### src/rtl/mnist_mlp_wload_seq.sv
// Weight/bias load sequencer for the banked MNIST MLP core.
// Scatters one serial stream round-robin into the per-neuron weight banks and
// bias memories of the three dense layers, then starts the core and waits.
// Optional stream checksum: define MNIST_MLP_WLOAD_CHKSUM_EN.
module mnist_mlp_wload_seq #(
  parameter int unsigned DATA_W    = 18,
  parameter int unsigned ADDR_W    = 10,
  parameter int unsigned MAX_BANKS = 64,
  parameter int unsigned L1_BANKS  = 64,
  parameter int unsigned L1_DEPTH  = 784,
  parameter int unsigned L2_BANKS  = 64,
  parameter int unsigned L2_DEPTH  = 64,
  parameter int unsigned L3_BANKS  = 10,
  parameter int unsigned L3_DEPTH  = 64,
  parameter int unsigned L1_BIAS   = 64,
  parameter int unsigned L2_BIAS   = 64,
  parameter int unsigned L3_BIAS   = 10
) (
  input  logic                 clk,
  input  logic                 rst,
  input  logic                 cfg_start,
  input  logic                 cfg_skip_load,
  input  logic [DATA_W-1:0]    in_data,
  input  logic                 in_vld,
  output logic                 in_rdy,
  output logic [1:0]           mem_layer,
  output logic [ADDR_W-1:0]    mem_addr,
  output logic [DATA_W-1:0]    mem_wdata,
  output logic [MAX_BANKS-1:0] w_we,
  output logic                 b_we,
  output logic                 core_start,
  input  logic                 core_done,
  output logic                 busy,
  output logic                 done,
  output logic [31:0]          chksum
);

  localparam int unsigned BANK_W = (MAX_BANKS > 1) ? $clog2(MAX_BANKS) : 1;

  // Load states are consecutive so a finished load state advances by one.
  localparam logic [3:0] S_IDLE = 4'd0;
  localparam logic [3:0] S_W1   = 4'd1;
  localparam logic [3:0] S_B1   = 4'd2;
  localparam logic [3:0] S_W2   = 4'd3;
  localparam logic [3:0] S_B2   = 4'd4;
  localparam logic [3:0] S_W3   = 4'd5;
  localparam logic [3:0] S_B3   = 4'd6;
  localparam logic [3:0] S_RUN  = 4'd7;
  localparam logic [3:0] S_WAIT = 4'd8;
  localparam logic [3:0] S_FIN  = 4'd9;

  logic [3:0]        state, state_nxt;
  logic [BANK_W-1:0] bank_cnt;
  logic [ADDR_W-1:0] addr_cnt;
  logic [BANK_W-1:0] lim_bank;
  logic [ADDR_W-1:0] lim_depth;
  logic [ADDR_W-1:0] lim_bias;
  logic [1:0]        cur_layer;
  logic              is_w, is_b, accept, last_bank, last_waddr, last_bias;
  logic              load_nxt, start_acc;

  // Per-layer geometry selected by the current state.
  always_comb begin
    lim_bank  = BANK_W'(L1_BANKS - 1);
    lim_depth = ADDR_W'(L1_DEPTH - 1);
    lim_bias  = ADDR_W'(L1_BIAS - 1);
    cur_layer = 2'd1;
    case (state)
      S_W2, S_B2: begin
        lim_bank  = BANK_W'(L2_BANKS - 1);
        lim_depth = ADDR_W'(L2_DEPTH - 1);
        lim_bias  = ADDR_W'(L2_BIAS - 1);
        cur_layer = 2'd2;
      end
      S_W3, S_B3: begin
        lim_bank  = BANK_W'(L3_BANKS - 1);
        lim_depth = ADDR_W'(L3_DEPTH - 1);
        lim_bias  = ADDR_W'(L3_BIAS - 1);
        cur_layer = 2'd3;
      end
      default: ;
    endcase
  end

  assign is_w       = (state == S_W1) || (state == S_W2) || (state == S_W3);
  assign is_b       = (state == S_B1) || (state == S_B2) || (state == S_B3);
  assign accept     = in_rdy && in_vld;
  assign last_bank  = (bank_cnt == lim_bank);
  assign last_waddr = (addr_cnt == lim_depth);
  assign last_bias  = (addr_cnt == lim_bias);
  assign start_acc  = (state == S_IDLE) && cfg_start;
  assign load_nxt   = (state_nxt >= S_W1) && (state_nxt <= S_B3);

  // State register.
  always_ff @(posedge clk or posedge rst) begin
    if (rst) state <= S_IDLE;
    else     state <= state_nxt;
  end

  // Next-state logic.
  always_comb begin
    state_nxt = state;
    case (state)
      S_IDLE: if (cfg_start) state_nxt = cfg_skip_load ? S_RUN : S_W1;
      S_W1, S_W2, S_W3:
        if (accept && last_bank && last_waddr) state_nxt = state + 4'd1;
      S_B1, S_B2, S_B3:
        if (accept && last_bias) state_nxt = state + 4'd1;
      S_RUN:  state_nxt = S_WAIT;
      S_WAIT: if (core_done) state_nxt = S_FIN;
      S_FIN:  state_nxt = S_IDLE;
      default: state_nxt = S_IDLE;
    endcase
  end

  // Bank/address counters; both end each load state back at zero.
  always_ff @(posedge clk or posedge rst) begin
    if (rst) begin
      bank_cnt <= '0;
      addr_cnt <= '0;
    end else if (start_acc) begin
      bank_cnt <= '0;
      addr_cnt <= '0;
    end else if (accept && is_w) begin
      if (last_bank) begin
        bank_cnt <= '0;
        addr_cnt <= last_waddr ? '0 : addr_cnt + ADDR_W'(1);
      end else begin
        bank_cnt <= bank_cnt + BANK_W'(1);
      end
    end else if (accept && is_b) begin
      addr_cnt <= last_bias ? '0 : addr_cnt + ADDR_W'(1);
    end
  end

  // Registered outputs: write port one cycle after acceptance, control pulses.
  always_ff @(posedge clk or posedge rst) begin
    if (rst) begin
      in_rdy     <= 1'b0;
      busy       <= 1'b0;
      core_start <= 1'b0;
      done       <= 1'b0;
      w_we       <= '0;
      b_we       <= 1'b0;
      mem_layer  <= 2'd0;
      mem_addr   <= '0;
      mem_wdata  <= '0;
    end else begin
      in_rdy     <= load_nxt;
      busy       <= (state_nxt != S_IDLE);
      core_start <= (state == S_RUN);
      done       <= (state == S_WAIT) && core_done;
      w_we       <= '0;
      b_we       <= 1'b0;
      if (accept) begin
        mem_layer <= cur_layer;
        mem_addr  <= addr_cnt;
        mem_wdata <= in_data;
        if (is_w) w_we <= MAX_BANKS'(1) << bank_cnt;
        else      b_we <= 1'b1;
      end
    end
  end

`ifdef MNIST_MLP_WLOAD_CHKSUM_EN
  // Running sum of sign-extended accepted words.
  always_ff @(posedge clk or posedge rst) begin
    if (rst)            chksum <= 32'd0;
    else if (start_acc) chksum <= 32'd0;
    else if (accept)    chksum <= chksum + 32'($signed(in_data));
  end
`else
  assign chksum = 32'd0;
`endif

endmodule
### config.mk
export PLATFORM = sky130hd
export DESIGN_NAME = mnist_mlp_wload_seq
export DESIGN_NICKNAME = d
export VERILOG_FILES = /design/src/rtl/mnist_mlp_wload_seq.sv
export SDC_FILE = /design/constraint.sdc
export NUM_CORES = 1
export LEC_CHECK = 0
export ABC_CLOCK_PERIOD_IN_PS = 4900
export BUFFER_PORTS_ARGS = -buffer_cell sky130_fd_sc_hd__buf_2
export CORE_ASPECT_RATIO = 1.2
export CORE_MARGIN = 1
export CORE_UTILIZATION = 51
export DETAILED_ROUTE_END_ITERATION = 8
export GPL_ROUTABILITY_DRIVEN = 0
export HOLD_SLACK_MARGIN = 0.1
export PLACE_DENSITY = 0.79
export SLEW_MARGIN = 30
export SYNTH_ARGS = -nofsm -noshare
export SYNTH_HDL_FRONTEND = slang
export SYNTH_SLANG_ARGS = --single-unit
export TNS_END_PERCENT = 1
### constraint.sdc
create_clock -name clk -period 4.9 [get_ports clk]
set_clock_uncertainty 0.15 [all_clocks]
set_input_delay 0.735 -clock clk [delete_from_list [all_inputs] [get_ports clk]]
set_output_delay 0.735 -clock clk [all_outputs]
set_load 0.02 [all_outputs]
; Yosys cells after proc, flatten, opt, wreduce, memory -nomap -nowiden
; Cells that the tools add are included.
[op_classes]
multipliers = 0
n_mux = 23
addsub = 3
reduce_logical = 23
shifts = 1
div_mod_pow = 0
bitwise_logic = 0
order_cmp = 2
n_eq_ne = 12
[ops]
columns = cell, n
row1 = 64-bit two-way mux, 2
row2 = 10-bit two-way mux, 7
row3 = 1-bit by 6-bit << shifter with 64-bit output (first input constant), 1
row4 = 6-bit two-way mux, 5
row5 = 10-bit == test, 2
row6 = 4-bit one-hot mux with 5 select lines, 1
row7 = 4-bit by 3-bit == test with 1-bit output (second input constant), 4
row8 = 4-bit two-way mux, 4
row9 = 10-bit by 1-bit adder with 10-bit output (second input constant), 1
row10 = 1-bit logical AND, 9
row11 = 4-bit by 2-bit == test with 1-bit output (second input constant), 2
row12 = 6-bit by 1-bit adder with 6-bit output (second input constant), 1
row13 = 6-bit == test, 1
row14 = 3-bit OR reduction, 2
row15 = 4-bit by 1-bit adder with 4-bit output (second input constant), 1
row16 = 4-bit by 1-bit == test with 1-bit output (second input constant), 1
row17 = 4-bit == test (second input constant), 1
row18 = 4-bit by 1-bit greater-or-equal comparator with 1-bit output (second input constant), 1
row19 = 4-bit by 3-bit less-or-equal comparator with 1-bit output (second input constant), 1
row20 = 4-bit zero test, 1
row21 = 1-bit logical OR, 4
row22 = 2-bit one-hot mux with 2 select lines, 1
row23 = 4-bit nonzero test, 1
row24 = 2-bit OR reduction, 2
row25 = 7 further kinds, 8
[word_totals]
n_memories = 0
reg_bits = 119
romBits = 0
latchBits = 0
wordCells = 76
in_bits = 24
mem_bits_rw = 0
out_inout_bits = 131

; Depth between registers and ports, before layout
[logic_depth]
ltp_word = 10
depth_mapped = 10
ltp_nobuf = 9

; Worst setup path after synthesis
; OpenSTA, ideal clock, no wires.
[synth_path]
path_kind = register -> register
from = reg state[0]
to = reg busy
path_stages_with_launch = 9
slack_ns = 1.914
setup_time_ns = 0.139
path_buffers = 0
synth_period_minus_slack_ns = 2.986
t_arrival_ns = 2.698
required_time_ns = 4.611
cell_sequence = dfrtp_1 -> inv_1 -> ha_1 -> nor4b_1 -> o2111ai_1 -> a221oi_4 -> mux2i_1 -> o221ai_2 -> or4_1
[synth_via]
elab_chain_cells = 9
word_cells_on_any_way = 29
classes_between = 1 x add/sub / 11 x eq/ne / 8 x mux / 9 x reduce/logical
[synth_rtl]
columns = item, line_no
row1 = from (decl), 52  ; logic [3:0] state, state_nxt;
row2 = from (signal assigned), 97  ; else state <= state_nxt;
row3 = 4-bit by 3-bit == test with 1-bit output, "68, 103"
row4 = 2-bit OR reduction, n/a
row5 = 6-bit two-way mux, 68  ; case (state)
row6 = 6-bit == test, 88  ; assign last_bank = (bank_cnt == lim_bank);
row7 = 1-bit logical AND (2 in series), 106  ; if (accept && last_bank && last_waddr) state_nxt = state + 4'd1;
row8 = 4-bit two-way mux, 106
row9 = 4-bit one-hot mux with 5 select lines *, 103  ; case (state)
row10 = net state_nxt[1], 52
row11 = 4-bit nonzero test *, 150  ; busy <= (state_nxt != S_IDLE);
row12 = to (signal assigned), 150
row13 = to (decl), 33  ; output logic busy,
; Mark *: on every way through the listed nets, which the timed path passes. The rest lies on a longest branch.
; A chain may end at the register's enable or synchronous reset.

; Final worst setup path
; Ends and elaborated chain as after synthesis.

==> impl_metrics.yaml <==
status:
  status: "finished clean"
sta:
  slew_viol_final: 0
  final.setup.tns_ns: 0
  fin_hold_ws_ns: 0.306
  hold_viol: 0
  period_share: 0.735
  rsz0062_at_grt: "false"
  worstMarginPinSlew_ns: 0.805
  finalSetupViolCount: 0
  max_freq_mhz: 278
  period_minus_slack_ns: 3.60
  slew_headroom: 0.456
hold_path:
  hold_class: "input pin to async pin"
clock_tree:
  cts_tree: "built"
  insertion_delay_ns: 0.41
  post-cts-setup-buffers: 0
  clkTransAtPathRegs_ns: 0.05
  cts_sinks: 119
  cts_made_buffers: 17
  h-tree-depth: 4
  hold_buffers: 0
  cts_max_path_buffers: 2
  cts_resized: 0
  cts-root-buf: "clkbuf_16"
placement:
  placed_cells: 674
  place_area_sq_um: 5630
  dpl.hpwl_mm: 7.22
  io_buffers: 122
setup_path:
  start_kind: "flop"
  worst_setup_path_end_kind: "flop"
  critical_path_required_ns: 5.03
  cp_slowest_cell: "nor4b_1"
  critPathMaxFanout: 6
  path_cells: "inv_1 -> ha_1 -> nor4b_1 -> o2111ai_1 -> a221oi_4 -> mux2i_1 -> o221ai_2 -> or4_1"
  critical-path-max-stage-delay_ns: 0.73
  cp.arrival_ns: 3.73
  path_class: "flop to flop"
yosys:
  synthCells: 447
  ys_seq_area_frac: 0.590
  synth_edf_count: 0
  synth-seq-cells: 119
  ys_types: 52
  synth_warnings: 0
  synthTopCellsByArea: "dfrtp_1 59%, mux2_2 6.7%, nor2_1 6.1%"
  synthArstFlopShare: 1.00
  syn_area_sq_um: 5050
  yosysTopAreaCell: "dfrtp_1"
  syn_avg_cell_area_sq_um: 11.3
  synth_top_area_frac: 0.590
  synth_common_cells: "119 x dfrtp_1, 82 x nor2_1, 33 x buf_4, 30 x mux2_2, 24 x nand2_1"
  synth.most_common_cell: "dfrtp_1"
  ys.flop_type: "dfrtp_1"
drt:
  drc_errors: 0
  num_vias: 3660
  viasPerCell: 5.18
  wl_mm: 10.3
  drtPass1Iterations: 4
  first_iter_violations: 125
  detail_route.wl_per_cell_microns: 14.6
  antenna_left: 0
layout:
  drive_above_1_share: 0.336
  area_growth_pct: 22.3
  insertedDiodeCount: 0
  finish.net_count: 605
  multi_input_area_sq_um: 1830
  seqCellArea_sq_um: 2980
  fillers: 742
  fin_area_sq_um: 6180
  instances_no_fill: 706
power:
  p_total_w: 0.00333
  peakVddDrop_mv: 0.249
  p_leak_nw: 3.14
  power_density_nw_per_um2: 538
global_route:
  overflow: 0
  gr-usage-all-layers: 0.217
  antenna_found_initial: 0
  grt_max_degree: 86
  grt_pass1_wl_mm: 17.3
  grt_pass1_vias: 3619
floorplanning:
  core_region_area_sq_um: 9560
  dieArea_sq_um: 10300
  start_util: 0.528
  io_pins: 155
  die_w_microns: 92.9
  fp.dieH_microns: 111
  rows: 39
job:
  maxCapViolCount: 0
==> report_power, final <==
group / switching (W) / internal (W)
logic: 0.000593 / 0.000351
clock network: 0.000446 / 0.000674
registers: 0.000130 / 0.00113
==> cells by family after synthesis <==
| kind of cell | Yosys count | synth area share |
|---|---|---|
| XOR/XNOR | 4 | 0.00694 |
| multiplexers | 32 | 0.0708 |
| flip-flops | 119 | 0.590 |
| AO/OA/AOI/OAI | 57 | 0.0842 |
| AND/OR/NAND/NOR | 163 | 0.149 |
| adder cells (fa/ha/maj) | 11 | 0.0272 |
| buffers and inverters | 60 | 0.0711 |
| other | 1 | 0.000742 |
==> per-stage QoR <==
step	worst slack (ns)	util
2_1_floorplan	0.858	-
3_3_place_gp	1.69	0.588
3_5_place_dp	1.45	0.588
4_1_cts	1.44	0.646
5_1_grt	1.11	0.646
6_report	1.30	0.646
==> critical path: cells and delay by family (launching register included) <==
kind / cells / cell delay [ns]
AO/OA/AOI/OAI: 3 / 0.98
adder cells (fa/ha/maj): 1 / 0.25
multiplexers: 1 / 0.26
AND/OR/NAND/NOR: 2 / 1.25
flip-flops: 1 / 0.45
buffers and inverters: 1 / 0.11
==> sequential cells by signal, indices dropped and copies added, names as in the netlist <==
name / count
addr_cnt: 10
mem_addr: 10
in_rdy: 1
bank_cnt: 6
mem_layer: 2
b_we: 1
state: 4
w_we: 64
core_start: 1
mem_wdata: 18
busy: 1
done: 1
==> placed cells by master (no fill, tap or decap), drive strengths merged, types with 2 or more instances in the layout <==
| cell | instances |
|---|---|
| a211o | 2 |
| a211oi | 4 |
| a21o | 2 |
| a21oi | 6 |
| a221oi | 3 |
| and2 | 6 |
| and3 | 4 |
| and4 | 2 |
| buf | 124 |
| clkbuf | 19 |
| clkinv | 5 |
| clkinvlp | 6 |
| conb | 32 |
| dfrtp | 119 |
| ha | 11 |
| inv | 11 |
| mux2 | 30 |
| mux2i | 2 |
| nand2 | 24 |
| nand2b | 7 |
| nand3 | 13 |
| nand3b | 2 |
| nand4 | 4 |
| nor2 | 82 |
| nor2b | 8 |
| nor3 | 2 |
| o2111ai | 2 |
| o21ai | 19 |
| o22ai | 2 |
| o31ai | 8 |
| or2 | 3 |
| or3 | 2 |
| xnor2 | 3 |
==> layer usage <==
| metal | share of wire | global-route usage | wire, microns | up-vias |
|---|---|---|---|---|
| li1 | - | - | - | 1694 |
| met5 | 0 | 0 | 0 | - |
| met1 | 0.39 | 0.251 | 4060 | 1806 |
| met2 | 0.53 | 0.379 | 5450 | 143 |
| met4 | 0.019 | 0.0779 | 199 | 0 |
| met3 | 0.060 | 0.0624 | 621 | 17 |
==> worst paths after layout <==
path | startpoint | endpoint | slack (ns) | depth (start not counted)
setup / recovery | state[0]$_DFF_PP0_ | busy$_DFF_PP0_ | 1.30 | 8
hold / removal | rst | mem_wdata[16]$_DFFE_PP0P_ | 0.31 | 2
setup reg to reg | state[0]$_DFF_PP0_ | busy$_DFF_PP0_ | 1.30 | 8
hold reg to reg | mem_layer[1]$_DFFE_PP0P_ | mem_layer[1]$_DFFE_PP0P_ | 0.34 | 2
max in group asynchronous | rst | w_we[7]$_DFF_PP0_ | 3.35 | 3
min in group clk | mem_layer[1]$_DFFE_PP0P_ | mem_layer[1]$_DFFE_PP0P_ | 0.34 | 2
==> area by class of cell <==
class / count / share of cell area
multi-input cells: 299 / 0.296
well taps: 123 / 0.0249
flip-flops and latches: 119 / 0.482
inverters: 9 / 0.00628
repair buffers: 124 / 0.101
clock buffers: 19 / 0.0733
clock inverters: 13 / 0.0160
No activity file was read; power rests on OpenSTA's default activity.
